File: src/rtl/pipe_ctrl_pkg.sv
// Shared definitions for the pipeline sequencing controller: stall vector
// layout, the per-source stall encodings and the FSM state type.
package pipe_ctrl_pkg;

    localparam int STALL_PC  = 0;
    localparam int STALL_IF  = 1;
    localparam int STALL_ID  = 2;
    localparam int STALL_EX  = 3;
    localparam int STALL_MEM = 4;
    localparam int STALL_WB  = 5;

    localparam logic [5:0] STALL_NONE = 6'b000000;
    localparam logic [5:0] STALL_ENC_ID  = 6'b000111;
    localparam logic [5:0] STALL_ENC_EX  = 6'b001111;
    localparam logic [5:0] STALL_ENC_MEM = 6'b011111;

    typedef enum logic {
        ST_RUN  = 1'b0,
        ST_PEND = 1'b1
    } state_e;

endpackage

File: src/rtl/pipe_ctrl_stall_wdog.sv
// Stall watchdog: counts consecutive stalled cycles (saturating) and raises a
// sticky timeout flag that only reset clears.
module stall_wdog #(
    parameter int WDOG_LIMIT = 1023
) (
    input  logic clk,
    input  logic rst,
    input  logic stall_i,
    output logic timeout_o
);
    localparam int W = $clog2(WDOG_LIMIT + 1);

    logic [W-1:0] cnt_q, cnt_d;
    logic         timeout_q;

    always_comb begin
        cnt_d = cnt_q;
        if (!stall_i) begin
            cnt_d = '0;
        end else if (cnt_q != W'(WDOG_LIMIT)) begin
            cnt_d = cnt_q + W'(1);
        end
    end

    // Flag is set on the same edge the count lands on the limit.
    always_ff @(posedge clk) begin
        if (rst) begin
            cnt_q     <= '0;
            timeout_q <= 1'b0;
        end else begin
            cnt_q     <= cnt_d;
            timeout_q <= timeout_q | (cnt_d == W'(WDOG_LIMIT));
        end
    end

    assign timeout_o = timeout_q;

endmodule

File: src/rtl/pipe_ctrl.sv
// Pipeline sequencing controller: merges ID/EX/MEM stall requests with
// exception flushes, deferring a flush while a MEM transaction is in flight.
//
// state | meaning
// RUN   | normal operation, stalls by priority mem > ex > id
// PEND  | flush accepted during MEM wait, held until MEM completes
module pipe_ctrl
    import pipe_ctrl_pkg::*;
#(
    parameter int WDOG_LIMIT = 1023,
    parameter int CNT_W      = 32
) (
    input  logic             clk,
    input  logic             rst,
    input  logic             stallreq_id,
    input  logic             stallreq_ex,
    input  logic             stallreq_mem,
    input  logic             flush_req,
    input  logic [31:0]      exc_new_pc,
    input  logic             cnt_clr,
    output logic [5:0]       stall,
    output logic [4:0]       bubble,
    output logic             flush,
    output logic [31:0]      new_pc,
    output logic             pend_flush,
    output logic [CNT_W-1:0] stall_cnt,
    output logic             stall_timeout
);
    state_e             state_q, state_d;
    logic [31:0]        pc_q, pc_d;
    logic [CNT_W-1:0]   cnt_q, cnt_d;
    logic               stall_inc;

    always_comb begin
        state_d    = state_q;
        pc_d       = pc_q;
        stall      = STALL_NONE;
        flush      = 1'b0;
        new_pc     = '0;
        pend_flush = 1'b0;
        case (state_q)
            ST_RUN: begin
                if (flush_req) begin
                    if (stallreq_mem) begin
                        stall   = STALL_ENC_MEM;
                        pc_d    = exc_new_pc;
                        state_d = ST_PEND;
                    end else begin
                        flush  = 1'b1;
                        new_pc = exc_new_pc;
                    end
                end else if (stallreq_mem) begin
                    stall = STALL_ENC_MEM;
                end else if (stallreq_ex) begin
                    stall = STALL_ENC_EX;
                end else if (stallreq_id) begin
                    stall = STALL_ENC_ID;
                end
            end
            ST_PEND: begin
                // First exception wins: later flush_req and ex/id requests are ignored.
                pend_flush = 1'b1;
                new_pc     = pc_q;
                if (stallreq_mem) begin
                    stall = STALL_ENC_MEM;
                end else begin
                    flush   = 1'b1;
                    state_d = ST_RUN;
                end
            end
        endcase
    end

    always_comb begin
        bubble = '0;
        if (!flush) begin
            for (int i = 0; i < 5; i++) begin
                bubble[i] = stall[i] & ~stall[i+1];
            end
        end
    end

    assign stall_inc = stall[STALL_PC] & ~flush;
    assign cnt_d     = cnt_clr ? '0 : cnt_q + CNT_W'(stall_inc);

    always_ff @(posedge clk) begin
        if (rst) begin
            state_q <= ST_RUN;
            pc_q    <= '0;
            cnt_q   <= '0;
        end else begin
            state_q <= state_d;
            pc_q    <= pc_d;
            cnt_q   <= cnt_d;
        end
    end

    stall_wdog #(
        .WDOG_LIMIT(WDOG_LIMIT)
    ) u_wdog (
        .clk      (clk),
        .rst      (rst),
        .stall_i  (stall_inc),
        .timeout_o(stall_timeout)
    );

    assign stall_cnt = cnt_q;

endmodule

File: config.mk
export PLATFORM = sky130hd
export DESIGN_NAME = pipe_ctrl
export DESIGN_NICKNAME = d
export VERILOG_FILES = /design/src/rtl/pipe_ctrl_pkg.sv /design/src/rtl/pipe_ctrl_stall_wdog.sv /design/src/rtl/pipe_ctrl.sv
export SDC_FILE = /design/constraint.sdc
export NUM_CORES = 1
export LEC_CHECK = 0
export CAP_MARGIN = 30
export CORE_MARGIN = 4
export CORE_UTILIZATION = 40
export CTS_CLUSTER_SIZE = 12
export DETAILED_ROUTE_END_ITERATION = 6
export DONT_BUFFER_PORTS = 1
export PLACE_DENSITY = 0.61
export SLEW_MARGIN = 10
export SYNTH_ARGS = -nofsm -noshare
export SYNTH_HDL_FRONTEND = slang
export SYNTH_SLANG_ARGS = --single-unit
File: constraint.sdc
create_clock -name clk -period 6.1 [get_ports clk]
set_clock_uncertainty 0.1 [all_clocks]
set_input_delay 1.22 -clock clk [delete_from_list [all_inputs] [get_ports clk]]
set_output_delay 1.22 -clock clk [all_outputs]
set_load 0.01 [all_outputs]
* Word-level counts from Yosys, hierarchy flattened *
Index checks and enable logic that the tools add are counted.

word-level totals
  logic and storage cells = 44
  register bits = 76
  output and inout bits = 78
  input bits = 39

cells by class
  mux-type cells = 19
  bitwise logic cells = 14
  reduce and logical (&&, ||, !) cells = 2
  equality and inequality tests = 2
  add/sub/neg operators = 2

operator list
  kind                     count
  $mux W32                 2
  $pmux W32 S2             1
  $add A32 B1 Y32          1
  $mux W10                 2
  $mux W5                  3
  $pmux W6 S2              1
  $add A10 B1 Y10 const B  1
  $eq A10 B10 Y1 const B   1
  $ne A10 B10 Y1 const B   1
  $not A1 Y1               7
  $and A1 B1 Y1            6
  $mux W6                  1
  $mux W1                  5
  $mux W4                  1
  $pmux W1 S2              2
  $mux W3                  1
  $reduce_and A3 Y1        1
  $reduce_or A2 Y1         1
  $or A1 B1 Y1             1

* Longest topological paths before layout *
Gate-level depths: netlist of the first run.

  depth after elaboration = 9
  mapped depth = 12
  gate-level depth less buffers = 10

* By module *
Synthesis of the first run repeated with hierarchy kept, for this count alone.

second synthesis, totals
  cell total of the unflattened synthesis = 444
  area, all modules = 3619.7 um^2

modules (own cells, without submodules)
  module      sequential area each (um^2)  area an instance (um^2)  cells an instance  times used
  pipe_ctrl   1301.2                       3044.2                   377                1
  stall_wdog  220.2                        575.6                    67                 1

* Worst setup path before layout of the first run *
No wires, ideal clock.

  path type = input-to-output
  start point = input stallreq_mem
  end point = output new_pc[10]
  stages on the path = 4
  path slack = 2492 ps
  data arrival time = 2288 ps
  cells stage by stage = clkbuf_1 > nor3b_1 > clkbuf_1 > a22o_1

between the ends
  cells in the longest elaborated chain, start to end = 3

RTL lines
  what                line             source
  start: declaration  pipe_ctrl.sv:17  input logic stallreq_mem,
  $mux W32            pipe_ctrl.sv:44  if (stallreq_mem) begin
  $mux W32            pipe_ctrl.sv:43  if (flush_req) begin
  $pmux W32 S2        pipe_ctrl.sv:41  case (state_q)
  end: declaration    pipe_ctrl.sv:24  output logic [31:0] new_pc,

No other way between the ends.

* Final worst setup path of the first run *
  start point = input flush_req
  end point = register cnt_q[26], in the netlist stall_cnt[26]

between the ends
  elaborated cells on any way between the ends = 7
  those cells by class = add/sub (1); mux (4); bitwise (2)

RTL lines
  what                    line             source
  start: declaration      pipe_ctrl.sv:18  input logic flush_req,
  $mux W6                 pipe_ctrl.sv:43
  $pmux W6 S2             pipe_ctrl.sv:41
  net stall[0]            pipe_ctrl.sv:21  output logic [5:0] stall,
  $and A1 B1 Y1           pipe_ctrl.sv:83  assign stall_inc = stall[STALL_PC] & ~flush;
  $add A32 B1 Y32         pipe_ctrl.sv:84  assign cnt_d = cnt_clr ? '0 : cnt_q + CNT_W'(stall_inc);
  end signal: assignment  pipe_ctrl.sv:94  cnt_q <= cnt_d;
  end: declaration        pipe_ctrl.sv:31  logic [CNT_W-1:0] cnt_q, cnt_d;

The timed path passes the listed nets, and every way through them passes these cells.
A chain may end at the register's enable or synchronous reset.

==> flow_metrics.tcl, run 1 <==
set metrics [dict create \
    critical_path.slowest_cell "or4b_1" \
    post-cts-setup-buffer-count 0 \
    vias_per_cell 5.49 \
    synth_cell_type_count 39 \
    hold_viol 0 \
    ys_seq_elements 76 \
    num_vias 2962 \
    route.detailed.drc 0 \
    first_pass_iters 4 \
    peakVddDrop_mv 0.113 \
    clock_tree.root_cell "clkbuf_8" \
    cts_resized 0 \
    fin_nets 469 \
    start_util 0.410 \
    worstSkewPairLatency_ps 330 \
    cp_top_family "simple AND/OR/NAND/NOR gates" \
    hpwlAfterDp_um 5820 \
    netlist.area_leader.share 0.427 \
    clock_path_buffers 2 \
    grt_first_pass_wirelength_um 13300 \
    fp.dieArea_um2 10500 \
    cts.clk_slew.worst_paths_ps 80 \
    diodes 0 \
    grt_pass1_vias 2820 \
    syn_avg_cell_area_um2 8.04 \
    drt-wirelength-per-cell_um 15.1 \
    hold_path.class "reg -> reg" \
    fin_ws_ps 2450 \
    synth_area_um2 3560 \
    critPathLaunchType "input port" \
    final.setup.tns_ps 0 \
    ys.warnings.count 0 \
    cts_tree "built" \
    drtIter0Drc 130 \
    gp_congestion 0.798 \
    fmaxAchievable_mhz 274 \
    cts_buffers 9 \
    max-slew-margin-rel 0.492 \
    critPathMaxStageDelay_ps 710 \
    drive_gt1_frac 0.0579 \
    path_class "in -> reg" \
    syn_inst 443 \
    ios 117 \
    cts_htree_levels 3 \
    holdBufCountCts 0 \
    power.leakage_nw 1.33 \
    worstPathRequired_ps 6200 \
    port_buffers 0 \
    worst_slew_pin_slew_ps 760 \
    grt-ovfl-total 0 \
    die_w_um 102 \
    final_antenna_net_count 0 \
    path_max_fanout 10 \
    fin_util 0.440 \
    area_growth_pct 7.13 \
    p_per_area_nw_per_um2 252 \
    critPathMostFrequentCell "nor2_1" \
    grt_use_total 0.157 \
    min_period_over_period 0.598 \
    finalSetupViolCount 0 \
    num_rows 34 \
    pre_cts_ws_ps 2060 \
    synth_area_leaders "dfxtp_1 (43%), nand2_1 (8.3%), a22o_1 (7.9%), a21oi_1 (5.5%), nor2_1 (5.0%)" \
    crit_buf_inv 1 \
    rsz0062_at_grt "no" \
    antenna_found_initial 0 \
    core_um2 8680 \
    crit_chain "nor2_1 > a21oi_1 > inv_1 > and2_1 > ha_1 > nand4_1 > or4b_1 > nor4_1 > xnor2_1 > nor2_1" \
    worst_setup_path_end_kind "flip-flop" \
    p_total_uw 963 \
    synth_area_leader_cell "dfxtp_1" \
    status "finished clean" \
    fin_crit_ps 3650 \
    arrival_ps 3750 \
    routed_wl_um 8180 \
    die_height_um 102 \
    drv_cap 0 \
    ys_seq_area_frac 0.427 \
    grt_max_degree 38 \
    clock_sinks 76 \
    final_max_slew_viol_count 0 \
]
[synthesized netlist by cell type, drive strengths merged]
library cell	number
and4	3
buf	8
mux2i	2
nor4b	1
dfxtp	76
a22o	32
xor2	14
nand2b	5
and3	8
and2	4
and3b	1
nor2	47
or3	5
nor3	11
a21oi	39
a21boi	2
conb	1
or2	2
xnor2	16
clkbuf	26
a31oi	1
nor2b	1
nand3b	1
nor4	3
ha	3
o21ai	8
a2bb2oi	1
nand3	15
nand4b	2
o41ai	1
nand2	79
nand4	11
or4b	1
inv	8
o211a	1
nor3b	3
mux2	1
[final cells by class]
cell class | instances | area [µm²]
flip-flops and latches | 76 | 1520
clock buffers | 12 | 145
clock inverters | 4 | 48.8
multi-input cells | 327 | 1870
inverters | 8 | 30.0
repair buffers | 5 | 65.1
well taps | 108 | 135
fillers | 871 | 4860
[cells in the final DEF (no fill, tap or decap), drive strengths merged]
cell     instances
or2              2
a2bb2oi          1
mux2             1
a21oi           39
nand2b           5
and3             8
nor4b            1
nor3            11
o211a            1
dfxtp           76
nand4           11
nand4b           2
and4             3
a22o            32
mux2i            2
a31oi            1
clkinv           3
or4b             1
o41ai            1
or3              5
inv              8
and2             4
and3b            1
o21ai            8
buf              5
clkbuf          12
bufinv           1
ha               3
nor3b            3
nand2           79
xnor2           16
a21boi           2
nand3b           1
xor2            14
nor2b            1
nand3           15
nor2            47
nor4             3
conb             3
[worst reg2reg max path, cell delays in order (launching register included)]
cell,delay [ps]
dfxtp_1,310
nor2_1,260
a21oi_1,160
inv_1,290
and2_1,190
ha_1,220
nand4_1,140
or4b_1,710
nor4_1,380
xnor2_1,170
nor2_1,50
[power breakdown]
| group | switching (mW) | internal (mW) | leakage (nW) | total [mW] |
|---|---|---|---|---|
| Clock | 0.182 | 0.200 | 0.100 | 0.382 |
| Combinational | 0.0425 | 0.0235 | 0.617 | 0.0661 |
| Sequential | 0.00750 | 0.507 | 0.616 | 0.515 |
| Total | 0.232 | 0.731 | 1.33 | 0.963 |
[metal layers]
metal | part of all wire | GRT usage | wire length [µm] | vias up
met3 | 0.075 | 0.0498 | 614 | 10
met2 | 0.48 | 0.258 | 3900 | 92
met1 | 0.43 | 0.192 | 3530 | 1378
met4 | 0.015 | 0.0636 | 124 | 0
li1 | - | - | - | 1482
met5 | 0 | 0 | 0 | -
[final timing paths]
| kind | from | endpoint | slack (ps) | cells past startpoint |
|---|---|---|---|---|
| setup / recovery | flush_req | stall_cnt[26] | 2450 | 10 |
| hold / removal | pc_q[9] | pc_q[9] | 350 | 2 |
| setup reg to reg | state_q | stall_cnt[26] | 3000 | 10 |
| hold reg to reg | pc_q[9] | pc_q[9] | 350 | 2 |
[stage by stage]
stage	hold slack, ps	instances	area, µm²
floorplan	337	445	3570
global placement	336	521	3570
detailed placement	343	523	3610
CTS	355	539	3810
global route	367	540	3820
finish	354	540	3820
[cells by family (layout without fill, tap and decap cells)]
family          after synthesis  in the layout  share of synthesized area
other cells                   1              3                    0.00105
mux                           3              3                    0.00878
fa+ha+maj                     3              3                     0.0105
compound gates               85             85                      0.158
xor+xnor                     30             30                     0.0738
simple gates                203            203                      0.269
buf+inv                      42             29                     0.0513
flops                        76             76                      0.427
[state kept, by name (all words and copies together), names as in the netlist]
signal	cells
pc_q	32
stall_cnt	32
state_q	1
u_wdog.cnt_q	10
u_wdog.timeout_o	1
Note: power is estimated with default switching activity, not from simulation.
==> inputs of run 2 (changes only) <==
clock period = 3.7 ns   (was 6.1 ns; I/O delays follow)
==> run 2 against run 1 <==
Compared with the run above:
- sequential share of layout area up 0.14 points
- first-iteration DRC count grew 12%
- clock power grew 63%
- final area down 0.36%
- worst setup slack worse by 1600 ps
- non-clock buffer count is 1 higher
==> flow_metrics.tcl, run 2 (synthesis gave the netlist of run 1 again) <==
set metrics [dict create \
    max-slew-margin-rel 0.607 \
    start_util 0.410 \
    drt-wirelength-per-cell_um 14.9 \
    setup.worst_path.start "flush_req" \
    clock_tree.root_cell "clkbuf_8" \
    timing.rr.start "state_q" \
    routed_wl_um 8080 \
    area_growth_pct 6.74 \
    first_pass_iters 4 \
    drive_gt1_frac 0.0624 \
    final_common_cell "nand2_1" \
    diodes 0 \
    grt-ovfl-total 0 \
    fmaxAchievable_mhz 348 \
    top_usage_layer "met2" \
    drtIter0Drc 146 \
    clock_path_buffers 2 \
    final_antenna_net_count 0 \
    cts_tree "built" \
    hold_depth 2 \
    pre_cts_ws_ps 454 \
    grt_pass1_vias 2762 \
    min_period_over_period 0.776 \
    use_met1 0.184 \
    p_per_area_nw_per_um2 415 \
    fp.dieArea_um2 10500 \
    path_max_fanout 10 \
    worst_setup_path_end_kind "flip-flop" \
    most-common-layout-cells "nand2_1 (79), dfxtp_1 (76), nor2_1 (47), a21oi_1 (39), a22o_1 (32)" \
    cts_buffers 9 \
    hpwlAfterDp_um 5750 \
    power.leakage_nw 1.33 \
    clock_sinks 76 \
    fin_nets 470 \
    post-cts-setup-buffer-count 0 \
    worstSkewPairLatency_ps 340 \
    path_class "in -> reg" \
    grt_use_met2 0.246 \
    rsz0062_at_grt "no" \
    endpoint "stall_cnt[30]" \
    r2r_cells 10 \
    hold_viol 0 \
    gp_congestion 0.830 \
    die_w_um 102 \
    route.detailed.drc 0 \
    grt_max_degree 38 \
    vias_per_cell 5.47 \
    ios 117 \
    grt_use_total 0.152 \
    antenna_found_initial 0 \
    fin_area_um2 3800 \
    final_max_slew_viol_count 0 \
    status "finished clean" \
    hold_path.class "reg -> reg" \
    fin_crit_ps 2870 \
    grt.met3_usage 0.0560 \
    num_rows 34 \
    rrSetupSlack_ps 900 \
    cts_resized 0 \
    place_area_um2 3610 \
    num_vias 2961 \
    port_buffers 0 \
    final.setup.tns_ps 0 \
    cts_htree_levels 3 \
    cts.clk_slew.worst_paths_ps 80 \
    r2r_end "stall_cnt[30]" \
    drv_cap 0 \
    finalSetupViolCount 0 \
    holdBufCountCts 0 \
    arrival_ps 2970 \
    core_um2 8680 \
    fin_ws_ps 827 \
    critPathLaunchType "input port" \
    worst_slew_pin_slew_ps 589 \
    die_height_um 102 \
    peakVddDrop_mv 0.165 \
    worstPathRequired_ps 3800 \
    grt_first_pass_wirelength_um 12900 \
]
==> run 2: changes by cell type in the layout (fill, tap and decap cells not counted), sizes merged <==
cell,change
buf,+1
clkbuf,-2
clkinv,+1
clkinvlp,+1
==> run 2: critical path, stage by stage <==
cell and delay (ps):
nor2_1 230, a21oi_1 160, inv_1 90, and2_1 120, ha_1 210, nand4_1 130, or4b_1 700, nor4_1 380
xnor2_1 160, nor2_1 50
==> run 2: worst min-delay path by stage <==
stage | startpoint | endpoint | slack (ps)
floorplan | pc_q[0] | pc_q[0] | 340
finish | pc_q[22] | pc_q[22] | 350
CTS | rst | pc_q[21] | 350
global route | rst | pc_q[30] | 340
global placement | pc_q[0] | pc_q[0] | 340
detailed placement | pc_q[26] | pc_q[26] | 340
==> run 2: final cells by class <==
class                   count  area (µm²)
clock buffers              10         128
clock inverters             6        65.1
well taps                 108         135
multi-input cells         327        1870
repair buffers              6        52.6
flip-flops and latches     76        1520
fillers                   877        4880
inverters                   8        30.0
==> run 2: per-stage QoR <==
stage / power (mW) / std cells / hold slack (ps) / util
6_report: 1.58 / 541 / 352 / 0.438
5_1_grt: 1.65 / 541 / 343 / 0.438
4_1_cts: 1.60 / 541 / 346 / 0.438
3_5_place_dp: 0.975 / 525 / 340 / 0.416
3_3_place_gp: 0.972 / 524 / 336 / 0.414
2_1_floorplan: 0.965 / 445 / 337 / -
==> run 2: where the power goes <==
group | internal [mW] | switching (mW)
combinational | 0.0364 | 0.0698
sequential | 0.837 | 0.0123
clock | 0.312 | 0.309
total | 1.19 | 0.391
==> run 2: metal layers <==
layer  part of all wire  wire length, µm
met1               0.41             3320
met2               0.48             3890
met3              0.090              724
met4              0.018              142
met5                  0                0
==> inputs of run 3 (changes only) <==
clock period = 3 ns   (was 3.7 ns; I/O delays follow)
==> run 3 against run 2 <==
Compared with the run above:
- power up 28%
- clock power grew 36%
- routed wire length rose by 2.7%
- register-to-register slack lost 460 ps
- non-clock buffer count grew 4
- cell count grew 0.74%
- die area unchanged
- combinational power grew 25%
- sequential cell count did not move
- worst setup slack got worse by 390 ps
- sequential share of layout area is 0.46 points lower
==> flow_metrics.tcl, run 3 (synthesis gave the netlist of run 1 again) <==
set metrics [dict create \
    cts_tree "built" \
    clock_tree.root_cell "clkbuf_8" \
    final.setup.tns_ps 0 \
    first_pass_iters 4 \
    drtIter0Drc 74 \
    gp_congestion 0.796 \
    final_max_slew_viol_count 0 \
    clock_sinks 76 \
    antenna_found_initial 0 \
    critPathLaunchType "flip-flop" \
    grt_max_degree 38 \
    path_max_fanout 10 \
    worstPathRequired_ps 3100 \
    hold_viol 0 \
    start_util 0.410 \
    fin_area_um2 3850 \
    peakVddDrop_mv 0.242 \
    core_um2 8680 \
    hold_path.class "in -> reg" \
    finalSetupViolCount 0 \
    worst_setup_path_end_kind "flip-flop" \
    grt_use_total 0.157 \
    post-cts-setup-buffer-count 0 \
    cts.clk_slew.worst_paths_ps 80 \
    crit_chain "nor2_1 > a21oi_1 > inv_1 > and2_1 > ha_1 > nand4_1 > or4b_1 > nor4_1 > xnor2_1 > nor2_1" \
    fp.dieArea_um2 10500 \
    final_common_cell "nand2_1" \
    ios 117 \
    clock_path_buffers 2 \
    path_class "reg -> reg" \
    most-common-layout-cells "nand2_1 (79), dfxtp_1 (76), nor2_1 (47), a21oi_1 (39), a22o_1 (32)" \
    p_total_mw 2.02 \
    max-slew-margin-rel 0.615 \
    die_w_um 102 \
    vias_per_cell 5.43 \
    hpwlAfterDp_um 5830 \
    critical_path.slowest_cell "or4b_1" \
    num_vias 2958 \
    fin_nets 474 \
    port_buffers 0 \
    grt-ovfl-total 0 \
    cts_htree_levels 3 \
    critPathMostFrequentCell "nor2_1" \
    p_per_area_nw_per_um2 526 \
    status "finished clean" \
    min_period_over_period 0.854 \
    route.detailed.drc 0 \
    power.leakage_nw 1.36 \
    holdWs_ps 243 \
    area_growth_pct 7.97 \
    drv_cap 0 \
    cts_buffers 9 \
    worst_slew_pin_slew_ps 577 \
    place_area_um2 3630 \
    grt_first_pass_wirelength_um 13100 \
    drive_gt1_frac 0.0709 \
    arrival_ps 2660 \
    crit_buf_inv 1 \
    drt-wirelength-per-cell_um 15.2 \
    routed_wl_um 8300 \
    fin_crit_ps 2560 \
    rsz0062_at_grt "no" \
    fin_util 0.443 \
    cp_top_family "simple AND/OR/NAND/NOR gates" \
    diodes 0 \
    grt_pass1_vias 2806 \
    cts_resized 0 \
    final_antenna_net_count 0 \
    die_height_um 102 \
    fmaxAchievable_mhz 390 \
    critPathMaxStageDelay_ps 710 \
    worstSkewPairLatency_ps 330 \
    rrSetupSlack_ps 440 \
    num_rows 34 \
    holdBufCountCts 0 \
]
-- run 3: stage by stage --
step                      std cells  worst slack [ps]
after CTS                       545               410
after global routing            545               174
after floorplan                 445              93.6
after detailed placement        529               144
final                           545               437
after global placement          529               155
-- run 3: metal layers --
layer	vias to the layer above	track usage	part of all wire
li1	1495	-	-
met1	1379	0.173	0.41
met2	76	0.276	0.50
met3	8	0.0621	0.078
met4	0	0.0484	0.011
met5	-	0	0
-- run 3: layout make-up --
cell class                 instances  area (µm²)
clock inverter                     6        86.3
timing repair buffer              10        75.1
sequential                        76        1520
tap                              108         135
fill                             887        4830
inverter                           8        30.0
multi-input combinational        327        1870
clock buffer                      10         128
-- run 3: worst paths after layout --
kind | startpoint | end | cells past startpoint
max | state_q | stall_cnt[28] | 10
min | rst | pc_q[18] | 1
max reg2reg | state_q | stall_cnt[28] | 10
min reg2reg | pc_q[0] | pc_q[0] | 2
-- run 3: power by group --
group	leakage [nW]	switching (mW)	total (mW)	internal (mW)
Combinational	0.633	0.0861	0.133	0.0468
Sequential	0.616	0.0152	1.05	1.03
Clock	0.107	0.374	0.844	0.469
Total	1.36	0.476	2.02	1.55
